<file path="config.mk">
export PLATFORM = sky130hd
export DESIGN_NAME = uart_ctrl_fifo
export DESIGN_NICKNAME = d
export VERILOG_FILES = /design/src/rtl/uart_ctrl_fifo.sv
export SDC_FILE = /design/constraint.sdc
export NUM_CORES = 1
export LEC_CHECK = 0
export CAP_MARGIN = 20
export CORE_ASPECT_RATIO = 1.4
export CORE_UTILIZATION = 45
export CTS_BUF_LIST = sky130_fd_sc_hd__clkbuf_2
export CTS_CLUSTER_DIAMETER = 60
export DETAILED_ROUTE_END_ITERATION = 16
export PLACE_DENSITY = 0.67
export SLEW_MARGIN = 20
export SYNTH_ARGS = -nofsm -noshare
export SYNTH_HDL_FRONTEND = slang
export SYNTH_SLANG_ARGS = --single-unit
export TNS_END_PERCENT = 20
</file>
<file path="constraint.sdc">
create_clock -name clk -period 3.72 [get_ports clk]
set_input_delay 1.116 -clock clk [delete_from_list [all_inputs] [get_ports clk]]
set_output_delay 1.116 -clock clk [all_outputs]
set_load 0.05 [all_outputs]
</file>
<file path="src/rtl/uart_ctrl_fifo.sv">
// UART bus controller: register file, RX/TX byte FIFOs, autonomous TX launch
// and threshold/error interrupts between a simple bus slave port and the serialisers.
module uart_ctrl_fifo #(
    parameter int DATA_W   = 32,
    parameter int RX_DEPTH = 16,
    parameter int TX_DEPTH = 16
) (
    input  logic              clk,
    input  logic              rst,
    input  logic              cs_,
    input  logic              as_,
    input  logic              rw,
    input  logic [1:0]        addr,
    input  logic [DATA_W-1:0] wr_data,
    output logic [DATA_W-1:0] rd_data,
    output logic              rdy_,
    output logic              irq_rx,
    output logic              irq_tx,
    input  logic              rx_busy,
    input  logic              rx_end,
    input  logic [7:0]        rx_data,
    input  logic              tx_busy,
    input  logic              tx_end,
    output logic              tx_start,
    output logic [7:0]        tx_data
);

    localparam int RX_AW = $clog2(RX_DEPTH);
    localparam int TX_AW = $clog2(TX_DEPTH);
    localparam int RX_CW = RX_AW + 1;
    localparam int TX_CW = TX_AW + 1;

    localparam logic [1:0] REG_STATUS = 2'd0;
    localparam logic [1:0] REG_DATA   = 2'd1;
    localparam logic [1:0] REG_CTRL   = 2'd2;
    localparam logic [1:0] REG_LEVEL  = 2'd3;

    typedef enum logic [1:0] {
        TX_IDLE,
        TX_START,
        TX_WAIT_BUSY,
        TX_WAIT_END
    } tx_state_e;

    // ------------------------------------------------------------------
    // State
    // ------------------------------------------------------------------
    logic [7:0]        rx_mem [RX_DEPTH];
    logic [7:0]        tx_mem [TX_DEPTH];

    logic [RX_AW-1:0]  rx_wp_q, rx_wp_d, rx_rp_q, rx_rp_d;
    logic [RX_CW-1:0]  rx_cnt_q, rx_cnt_d;
    logic [TX_AW-1:0]  tx_wp_q, tx_wp_d, tx_rp_q, tx_rp_d;
    logic [TX_CW-1:0]  tx_cnt_q, tx_cnt_d;

    logic              rx_ovf_q, rx_ovf_d;
    logic              tx_ovf_q, tx_ovf_d;
    logic              rx_ie_q, rx_ie_d;
    logic              tx_ie_q, tx_ie_d;
    logic [7:0]        rx_thresh_q, rx_thresh_d;

    logic [DATA_W-1:0] rd_data_q, rd_data_d;
    logic              rdy_q, rdy_d;
    logic              irq_rx_q, irq_rx_d;
    logic              irq_tx_q, irq_tx_d;

    tx_state_e         tx_state_q, tx_state_d;
    logic              end_seen_q, end_seen_d;

    // ------------------------------------------------------------------
    // Bus decode
    // ------------------------------------------------------------------
    logic acc, rd_acc, wr_acc;
    logic rx_pop, rx_push, rx_drop, rx_flush, rx_full, rx_nempty;
    logic tx_pop, tx_push, tx_drop, tx_flush, tx_full, tx_wr, tx_idle;
    logic w1c_rx, w1c_tx, ctrl_wr;
    logic [7:0] thresh_eff;
    logic [DATA_W-1:0] rd_mux;
    logic unused_wr_bits;

    assign acc      = !cs_ && !as_;
    assign rd_acc   = acc && rw;
    assign wr_acc   = acc && !rw;

    assign ctrl_wr  = wr_acc && (addr == REG_CTRL);
    assign rx_flush = ctrl_wr && wr_data[2];
    assign tx_flush = ctrl_wr && wr_data[3];
    assign w1c_rx   = wr_acc && (addr == REG_STATUS) && wr_data[2];
    assign w1c_tx   = wr_acc && (addr == REG_STATUS) && wr_data[3];

    assign rx_full   = (rx_cnt_q == RX_CW'(RX_DEPTH));
    assign rx_nempty = (rx_cnt_q != '0);
    assign tx_full   = (tx_cnt_q == TX_CW'(TX_DEPTH));
    assign tx_idle   = (tx_cnt_q == '0) && (tx_state_q == TX_IDLE);

    // A pop frees the slot in the same edge, so a full FIFO still accepts the byte.
    assign rx_pop  = rd_acc && (addr == REG_DATA) && rx_nempty;
    assign rx_push = rx_end && !rx_flush && (!rx_full || rx_pop);
    assign rx_drop = rx_end && !rx_flush && rx_full && !rx_pop;

    assign tx_wr   = wr_acc && (addr == REG_DATA);
    assign tx_push = tx_wr && !tx_full;
    assign tx_drop = tx_wr && tx_full;
    assign tx_pop  = (tx_state_q == TX_START);

    assign thresh_eff = (rx_thresh_q == 8'd0) ? 8'd1 : rx_thresh_q;

    assign unused_wr_bits = &{1'b0, wr_data[DATA_W-1:16]};

    // ------------------------------------------------------------------
    // Read mux (state before this cycle's edge)
    // ------------------------------------------------------------------
    always_comb begin
        rd_mux = '0;
        case (addr)
            REG_STATUS: begin
                rd_mux[0] = rx_nempty;
                rd_mux[1] = !tx_full;
                rd_mux[2] = rx_ovf_q;
                rd_mux[3] = tx_ovf_q;
                rd_mux[4] = rx_busy;
                rd_mux[5] = tx_busy;
                rd_mux[6] = tx_idle;
            end
            REG_DATA: begin
                if (rx_nempty) rd_mux[7:0] = rx_mem[rx_rp_q];
            end
            REG_CTRL: begin
                rd_mux[0]    = rx_ie_q;
                rd_mux[1]    = tx_ie_q;
                rd_mux[15:8] = rx_thresh_q;
            end
            default: begin
                rd_mux[RX_CW-1:0]   = rx_cnt_q;
                rd_mux[16 +: TX_CW] = tx_cnt_q;
            end
        endcase
    end

    // ------------------------------------------------------------------
    // Next-state: bus, FIFOs, flags
    // ------------------------------------------------------------------
    always_comb begin
        rd_data_d   = rd_acc ? rd_mux : rd_data_q;
        rdy_d       = !acc;

        rx_ie_d     = rx_ie_q;
        tx_ie_d     = tx_ie_q;
        rx_thresh_d = rx_thresh_q;
        if (ctrl_wr) begin
            rx_ie_d     = wr_data[0];
            tx_ie_d     = wr_data[1];
            rx_thresh_d = wr_data[15:8];
        end

        rx_wp_d  = rx_wp_q;
        rx_rp_d  = rx_rp_q;
        rx_cnt_d = rx_cnt_q;
        if (rx_flush) begin
            rx_wp_d  = '0;
            rx_rp_d  = '0;
            rx_cnt_d = '0;
        end else begin
            if (rx_push) rx_wp_d = rx_wp_q + 1'b1;
            if (rx_pop)  rx_rp_d = rx_rp_q + 1'b1;
            rx_cnt_d = rx_cnt_q + RX_CW'(rx_push) - RX_CW'(rx_pop);
        end

        tx_wp_d  = tx_wp_q;
        tx_rp_d  = tx_rp_q;
        tx_cnt_d = tx_cnt_q;
        if (tx_flush) begin
            tx_wp_d  = '0;
            tx_rp_d  = '0;
            tx_cnt_d = '0;
        end else begin
            if (tx_push) tx_wp_d = tx_wp_q + 1'b1;
            if (tx_pop)  tx_rp_d = tx_rp_q + 1'b1;
            tx_cnt_d = tx_cnt_q + TX_CW'(tx_push) - TX_CW'(tx_pop);
        end

        // A fresh overflow in the same cycle as a clear is kept.
        rx_ovf_d = rx_ovf_q;
        if (w1c_rx || rx_flush) rx_ovf_d = 1'b0;
        if (rx_drop)            rx_ovf_d = 1'b1;

        tx_ovf_d = tx_ovf_q;
        if (w1c_tx || tx_flush) tx_ovf_d = 1'b0;
        if (tx_drop)            tx_ovf_d = 1'b1;

        irq_rx_d = rx_ie_q && ((9'(rx_cnt_q) >= 9'(thresh_eff)) || rx_ovf_q);
        irq_tx_d = tx_ie_q && (tx_idle || tx_ovf_q);
    end

    // ------------------------------------------------------------------
    // TX-launch FSM
    // ------------------------------------------------------------------
    always_comb begin
        tx_state_d = tx_state_q;
        end_seen_d = end_seen_q;
        case (tx_state_q)
            TX_IDLE: begin
                // A flush in this cycle empties the FIFO, so do not launch.
                if ((tx_cnt_q != '0) && !tx_busy && !tx_flush) tx_state_d = TX_START;
            end
            TX_START: begin
                tx_state_d = TX_WAIT_BUSY;
                end_seen_d = 1'b0;
            end
            TX_WAIT_BUSY: begin
                // An early tx_end is remembered so WAIT_END does not wait for another.
                if (tx_busy || tx_end) begin
                    tx_state_d = TX_WAIT_END;
                    end_seen_d = tx_end;
                end
            end
            default: begin
                if (tx_end || end_seen_q) begin
                    tx_state_d = TX_IDLE;
                    end_seen_d = 1'b0;
                end
            end
        endcase
    end

    // ------------------------------------------------------------------
    // Registers
    // ------------------------------------------------------------------
    always_ff @(posedge clk) begin
        if (rst) begin
            rx_wp_q     <= '0;
            rx_rp_q     <= '0;
            rx_cnt_q    <= '0;
            tx_wp_q     <= '0;
            tx_rp_q     <= '0;
            tx_cnt_q    <= '0;
            rx_ovf_q    <= 1'b0;
            tx_ovf_q    <= 1'b0;
            rx_ie_q     <= 1'b0;
            tx_ie_q     <= 1'b0;
            rx_thresh_q <= '0;
            rd_data_q   <= '0;
            rdy_q       <= 1'b1;
            irq_rx_q    <= 1'b0;
            irq_tx_q    <= 1'b0;
            tx_state_q  <= TX_IDLE;
            end_seen_q  <= 1'b0;
        end else begin
            rx_wp_q     <= rx_wp_d;
            rx_rp_q     <= rx_rp_d;
            rx_cnt_q    <= rx_cnt_d;
            tx_wp_q     <= tx_wp_d;
            tx_rp_q     <= tx_rp_d;
            tx_cnt_q    <= tx_cnt_d;
            rx_ovf_q    <= rx_ovf_d;
            tx_ovf_q    <= tx_ovf_d;
            rx_ie_q     <= rx_ie_d;
            tx_ie_q     <= tx_ie_d;
            rx_thresh_q <= rx_thresh_d;
            rd_data_q   <= rd_data_d;
            rdy_q       <= rdy_d;
            irq_rx_q    <= irq_rx_d;
            irq_tx_q    <= irq_tx_d;
            tx_state_q  <= tx_state_d;
            end_seen_q  <= end_seen_d;
        end
    end

    // Storage arrays need no reset: the pointers define what is valid.
    always_ff @(posedge clk) begin
        if (rx_push) rx_mem[rx_wp_q] <= rx_data;
        if (tx_push) tx_mem[tx_wp_q] <= wr_data[7:0];
    end

    assign rd_data  = rd_data_q;
    assign rdy_     = rdy_q;
    assign irq_rx   = irq_rx_q;
    assign irq_tx   = irq_tx_q;
    assign tx_start = (tx_state_q == TX_START);
    assign tx_data  = tx_start ? tx_mem[tx_rp_q] : 8'h00;

endmodule

</file>
==> results.md, run 1 <==
- DP HPWL: 19500 um
- DR DRC count: 0
- Hold Crit Class: reg -> reg
- Peak VDD IR: 0.000310 V
- Worst-Margin Slew: 874 ps
- Area of the multi-input gates: 0.00392 mm^2
- CTS max path bufs: 3
- WP data arrival: 2740 ps
- Cell-internal power: 5.70 mW
- Share of cells above drive strength 1: 0.266
- Reg2Reg Launch Point: tx_cnt_q[3]
- Num ports: 95
- Crit. End Element: primary output
- HP Start: rd_data[15]
- Root Buffer: clkbuf_2
- CP startpoint kind: register
- Post-synth ARST share: 0
- DRT antenna net count: 0
- GRT overflow: 0
- Setup Skew: 93.8 ps
- First drt pass iteration count: 4
- R2R cell count: 16
- Clock power share: 0.278
- # setup viols final: 8
- P_sw: 2.22 mW
- Fin crit share: 1.04
- Fin. Hold Viols: 0
- Iter 0 DRT Violations: 402
- Max-Cap Viols: 0
- Die height: between 200 and 250 um
- Area delta synth->final: 16.8%
- Placed cell areas: 0.0149 mm^2
- Cts bufs inserted: 76
- Largest net degree at the start of global routing: 34
- Clk Latency, worst-skew pair: 840 ps
- Vias per cell: 5.17
- Worst-path clk slew: around 110 ps
- P_leak: 5.36 nW
- Register area: a little over 0.009 mm^2
- Rel. slew slack: 0.416
- R2r setup slk: 890 ps
- CTS tree: done
- Reg2reg end: tx_cnt_q[4]
- Row count: 74
- Fillers: 2475
- Pre-CTS WS: -315 ps
- Sw frac: 0.281
- Initial antenna violation count: 3
- Final Net Count: 1109
- Post-synthesis register bit count: between 300 and 400
- Die X: 148 um
- Vias in the first global route: roughly 8000
- Seq pwr share: 0.530
- Routed len/inst: 19.2 um
- Buffers on Ports: 67
- Max Fclk: approximately 260 MHz
- Hold Path End: rd_data[15]
- Fin crit period: 3850 ps
- Syn avg cell area: 15.9 um^2
- Post-route setup slack: -135 ps
- H-Tree Depth: 3
- Critical path fanouts, max: 8
- Synth Instances: 845
- Synth Cell Area: 0.0134 mm^2
- Unrepaired setup endpoints after global routing: yes
- Combinational power share: 0.191
- Dominant synthesized flop cell: edfxtp_1
- Worst EP required: 2600 ps
- GRT Total Usage: 0.193
- Synth unique cells: 52
- Util after Layout: 0.536
- First-pass GRT wire length: 43500 um
- EDFF count, synth: 256
- CTS sink count: 329
- Hold path cells: 2
- Die area: 0.0305 mm^2
- Total wire length: 28000 um
- CORE AREA: 0.0293 mm^2
- Failing checks: negative setup slack
- Synth warn: 0
- Status: finished, violations left
- Initial Util: 0.459
- Via Count: ~7600
- Pins Over Slew Limit: 0
- Register area share after synthesis: 0.681
- Crit Path Category: reg -> out
- Final Hold Slack: 461 ps
- Final GP Congestion: 0.787
- PD cells: 505 mW/mm^2
- Design Area, Final: 0.0157 mm^2
logic make-up after synthesis:
group                      synth area share
AOI/OAI and AO/OA                    0.0332
xor gates and xnor gates             0.0124
adders and majority gates            0.0319
buffers and inverters                0.0307
DFF                                   0.681
muxes                                 0.137
other                              0.000279
and+or+nand+nor                      0.0731
area by class of cell:
| cell class | count | area share |
|---|---|---|
| timing repair buffer | 145 | 0.0842 |
| sequential | 329 | 0.584 |
| inverter | 33 | 0.00790 |
| antenna | 2 | 0.000319 |
| multi-input combinational | 440 | 0.250 |
| clock buffer | 112 | 0.0357 |
| clock inverter | 21 | 0.00790 |
| tap | 380 | 0.0303 |
cells in the mapped netlist (all sizes together) (4+ instances only):
cell	number	area (um^2)
nand3	17	85.1
nor2	68	255
a221oi	4	35.0
ha	31	388
nand2b	7	43.8
o21ai	5	25.0
clkbuf	18	67.6
dfxtp	73	1460
a22oi	4	30.0
a21oi	38	190
and3	4	25.0
edfxtp	256	7690
nand2	58	218
nor3	15	85.1
mux2i	26	260
or3	7	43.8
a21o	5	37.5
a311oi	4	35.0
xor2	11	96.3
xnor2	8	70.1
and2	10	62.6
nand4	9	56.3
inv	33	124
buf	35	221
mux4	68	1550
metal layers:
metal,up-vias,GRT usage,routed length (um)
met3,53,0.0389,1120
li1,3605,-,-
met1,3712,0.200,10100
met2,180,0.372,16000
met4,2,0.0806,796
met5,-,0,11
state kept, by name, indices dropped and copies added, names as in the netlist, 2 cells and up, named ones only:
register	flops
rx_cnt_q	5
rx_rp_q	4
rd_data	21
rx_mem	128
tx_wp_q	4
tx_cnt_q	5
tx_mem	128
rx_wp_q	4
tx_state_q	2
rx_thresh_q	8
tx_rp_q	4
power by group through the flow:
| stage | sequential (mW) | clock, mW | combinational, mW |
|---|---|---|---|
| floorplan | 4.24 | 0 | 1.04 |
| global placement | 4.27 | 0 | 1.42 |
| CTS | 4.20 | 2.30 | 1.62 |
| detailed placement | 4.27 | 0 | 1.44 |
| finish | 4.20 | 2.20 | 1.51 |
| global route | 4.22 | 2.46 | 1.68 |
worst max-delay path by stage:
stage,slack [ps],depth (start not counted),end
2_1_floorplan,70,15,rx_cnt_q[4]
3_3_place_gp,-270,14,rx_cnt_q[4]
3_5_place_dp,-310,14,rx_cnt_q[4]
4_1_cts,-310,6,tx_data[6]
5_1_grt,-300,5,tx_data[0]
6_report,-130,5,tx_data[4]
placed cells by master (no fill, tap or decap), types with 8 or more instances in the layout:
master	netlist	layout
clkbuf_2	0	112
xor2_1	11	11
conb_1	1	11
nand4_1	9	9
ha_1	31	31
nor2_1	68	68
edfxtp_1	256	256
a21oi_1	38	38
nand3_1	17	17
nor3_1	13	13
inv_1	33	33
buf_6	1	9
nand2_1	58	58
mux4_2	64	64
clkdlybuf4s50_1	0	59
mux2i_1	26	26
dfxtp_1	73	71
xnor2_1	8	8
clkinv_1	0	12
buf_4	15	73
metrics by stage:
stage          power (mW)  cells  setup TNS, ps
6_report             7.92   1462           -930
5_1_grt              8.35   1462          -2210
4_1_cts              8.11   1463          -2450
3_5_place_dp         5.71   1324           -882
3_3_place_gp         5.68   1324           -748
2_1_floorplan        5.29    855              0
critical path, cell delays in order, from the launching register on:
cell     delay [ps]
dfxtp_4         430
buf_12          160
mux4_2          520
mux4_2          500
and2_4          180
buf_6           140
repair_timing:
action                                  CTS  global route
gates cloned                              3             0
gates resized for setup                  18             1
buffers inserted                          3             0
hold buffers                              0             0
endpoints found under the setup margin    8             8
pin swaps                                 0             0
Note: power is estimated with default switching activity, not from simulation.
==> run 2: changes to the inputs <==
- CTS_CLUSTER_SIZE: default -> 24
==> run 2 against run 1 <==
Against the previous run: the run still ends with negative setup slack left; first-iteration DRC count grew 8.5%; wire length shrank 1.8%; via count shrank 4.5%; critical endpoint is now tx_data[5]; largest power group unchanged; highest routed layer unchanged.
==> results.md, run 2 (synthesis results as in run 1) <==
- Max-Cap Viols: 0
- DR DRC count: 0
- Most frequent cells in the layout: 256 x edfxtp_1, 73 x buf_4, 71 x dfxtp_1
- CP peak stage delay: 520 ps
- Post-route setup slack: -291 ps
- Buffers on Ports: 67
- Crit-path cells: buf_12, mux4_2, mux4_2, and2_4, buf_6
- Final GP Congestion: 0.787
- Worst EP required: 2600 ps
- Sw frac: 0.282
- CORE AREA: 0.0293 mm^2
- Most used cell along the critical path: mux4_2
- WP buf/inv: 2
- Most common cell after layout, fill and taps aside: edfxtp_1
- Crit Path Category: reg -> out
- Largest net degree at the start of global routing: 34
- Placed insts: 1324
- H-Tree Depth: 1
- Num ports: 95
- Total wire length: 27500 um
- Failing checks: negative setup slack
- CTS max path bufs: 3
- Worst-Margin Slew: 890 ps
- First-pass GRT wire length: roughly 42000 um
- Row count: 74
- Fillers: 2477
- Cell-internal power: 5.11 mW
- Die area: between 0.03 and 0.04 mm^2
- Number of hold buffers added after CTS: 0
- Total power: 7.12 mW
- Clk Latency, worst-skew pair: between 900 and 1000 ps
- Routed len/inst: 20.2 um
- Finished Layout Cells: 1363
- Pins Over Slew Limit: 0
- CTS tree: done
- Hold Crit Class: reg -> reg
- Unrepaired setup endpoints after global routing: yes
- Fin crit period: 4010 ps
- Combinational power share: 0.213
- First drt pass iteration count: 5
- P_leak: ~5.0 nW
- Max Fclk: ~250 MHz
- Vias in the first global route: 7474
- Vias per cell: 5.29
- CTS sink count: between 300 and 400
- DRT antenna net count: 0
- Area delta synth->final: 13.5%
- Clock power share: 0.196
- Fin. Hold Viols: 0
- P_sw: 2.01 mW
- Seq pwr share: 0.591
- Design Area, Final: roughly 0.015 mm^2
- Slowest cell on crit path: mux4_2
- Final Hold Slack: 461 ps
- Via Count: 7214
- CP startpoint kind: register
- Initial antenna violation count: 5
- Rel. slew slack: 0.406
- PD cells: 467 mW/mm^2
- Final Net Count: roughly 1100
- Setup Skew: 149 ps
- Cts bufs inserted: 20
- Peak VDD IR: between 0.0003 and 0.0004 V
- GRT overflow: 0
- Root Buffer: clkbuf_2
- Die X: 148 um
- Util after Layout: 0.521
- Fin crit share: 1.08
- WP data arrival: ~2900 ps
- CP delay by family, top: multiplexers
- Worst-path clk slew: ~400 ps
- Iter 0 DRT Violations: 436
- # setup viols final: 8
- Die height: 206 um
- DP HPWL: 19500 um
- GRT Total Usage: 0.185
- Crit. End Element: primary output
- Initial Util: 0.459
- Share of cells above drive strength 1: 0.201
- Critical path fanouts, max: 8
- Status: finished, violations left
- Placed cell areas: 0.0149 mm^2
run 2: final cells by class:
class | instances | area [um^2] | share of cell area
inverter | 33 | 124 | 0.00812
timing repair buffer | 145 | 1320 | 0.0867
sequential | 329 | 9150 | 0.600
clock buffer | 22 | 110 | 0.00722
clock inverter | 11 | 130 | 0.00853
multi-input combinational | 440 | 3920 | 0.257
tap | 380 | 475 | 0.0312
antenna | 3 | 7.51 | 0.000492
run 2: power groups by stage:
stage / logic [mW] / clock network (mW) / registers [mW]
2_1_floorplan: 1.04 / 0 / 4.24
6_report: 1.52 / 1.40 / 4.21
3_3_place_gp: 1.42 / 0 / 4.27
4_1_cts: 1.62 / 1.45 / 4.21
5_1_grt: 1.68 / 1.57 / 4.23
3_5_place_dp: 1.44 / 0 / 4.27
run 2: routing by layer:
metal	GRT usage	wire [um]	share of wire	up-vias
li1	-	-	-	3422
met1	0.204	10300	0.37	3612
met2	0.367	15800	0.57	139
met3	0.0196	852	0.031	37
met4	0.0571	577	0.021	4
met5	0	23	0.00084	-
run 2: final timing paths:
path | slack (ps) | start | endpoint | cells after the start
worst max-delay path | -290 | register | tx_data[5] | 5
worst min-delay path | 460 | rx_thresh_q[0] | rd_data[8] | 2
worst max register to register | 880 | tx_cnt_q[3] | tx_cnt_q[4] | 16
worst min register to register | 460 | rx_thresh_q[0] | rd_data[8] | 2
run 2: worst register-to-register path, cell delays in order, from the launching register on:
cell and delay (ps):
dfxtp_1 420, inv_1 80, ha_1 160, nor4bb_1 550, nor3_2 60, buf_4 170
inv_1 50, ha_1 210, inv_1 50, ha_1 150, inv_1 50, fa_1 380
inv_1 70, a21oi_1 50, nor2_1 120, o21ai_0 90, a21oi_1 130
run 2: stage by stage:
stage	TNS (ps)	setup WS, ps
after detailed placement	-882	-315
after floorplan	0	71.8
final	-2230	-291
after CTS	-3640	-459
after global placement	-748	-275
after global routing	-3560	-472
run 2: repair_timing:
item	CTS	global route
cloned	3	0
resized for setup	18	2
setup endpoints to repair	8	9
setup buffers	3	0
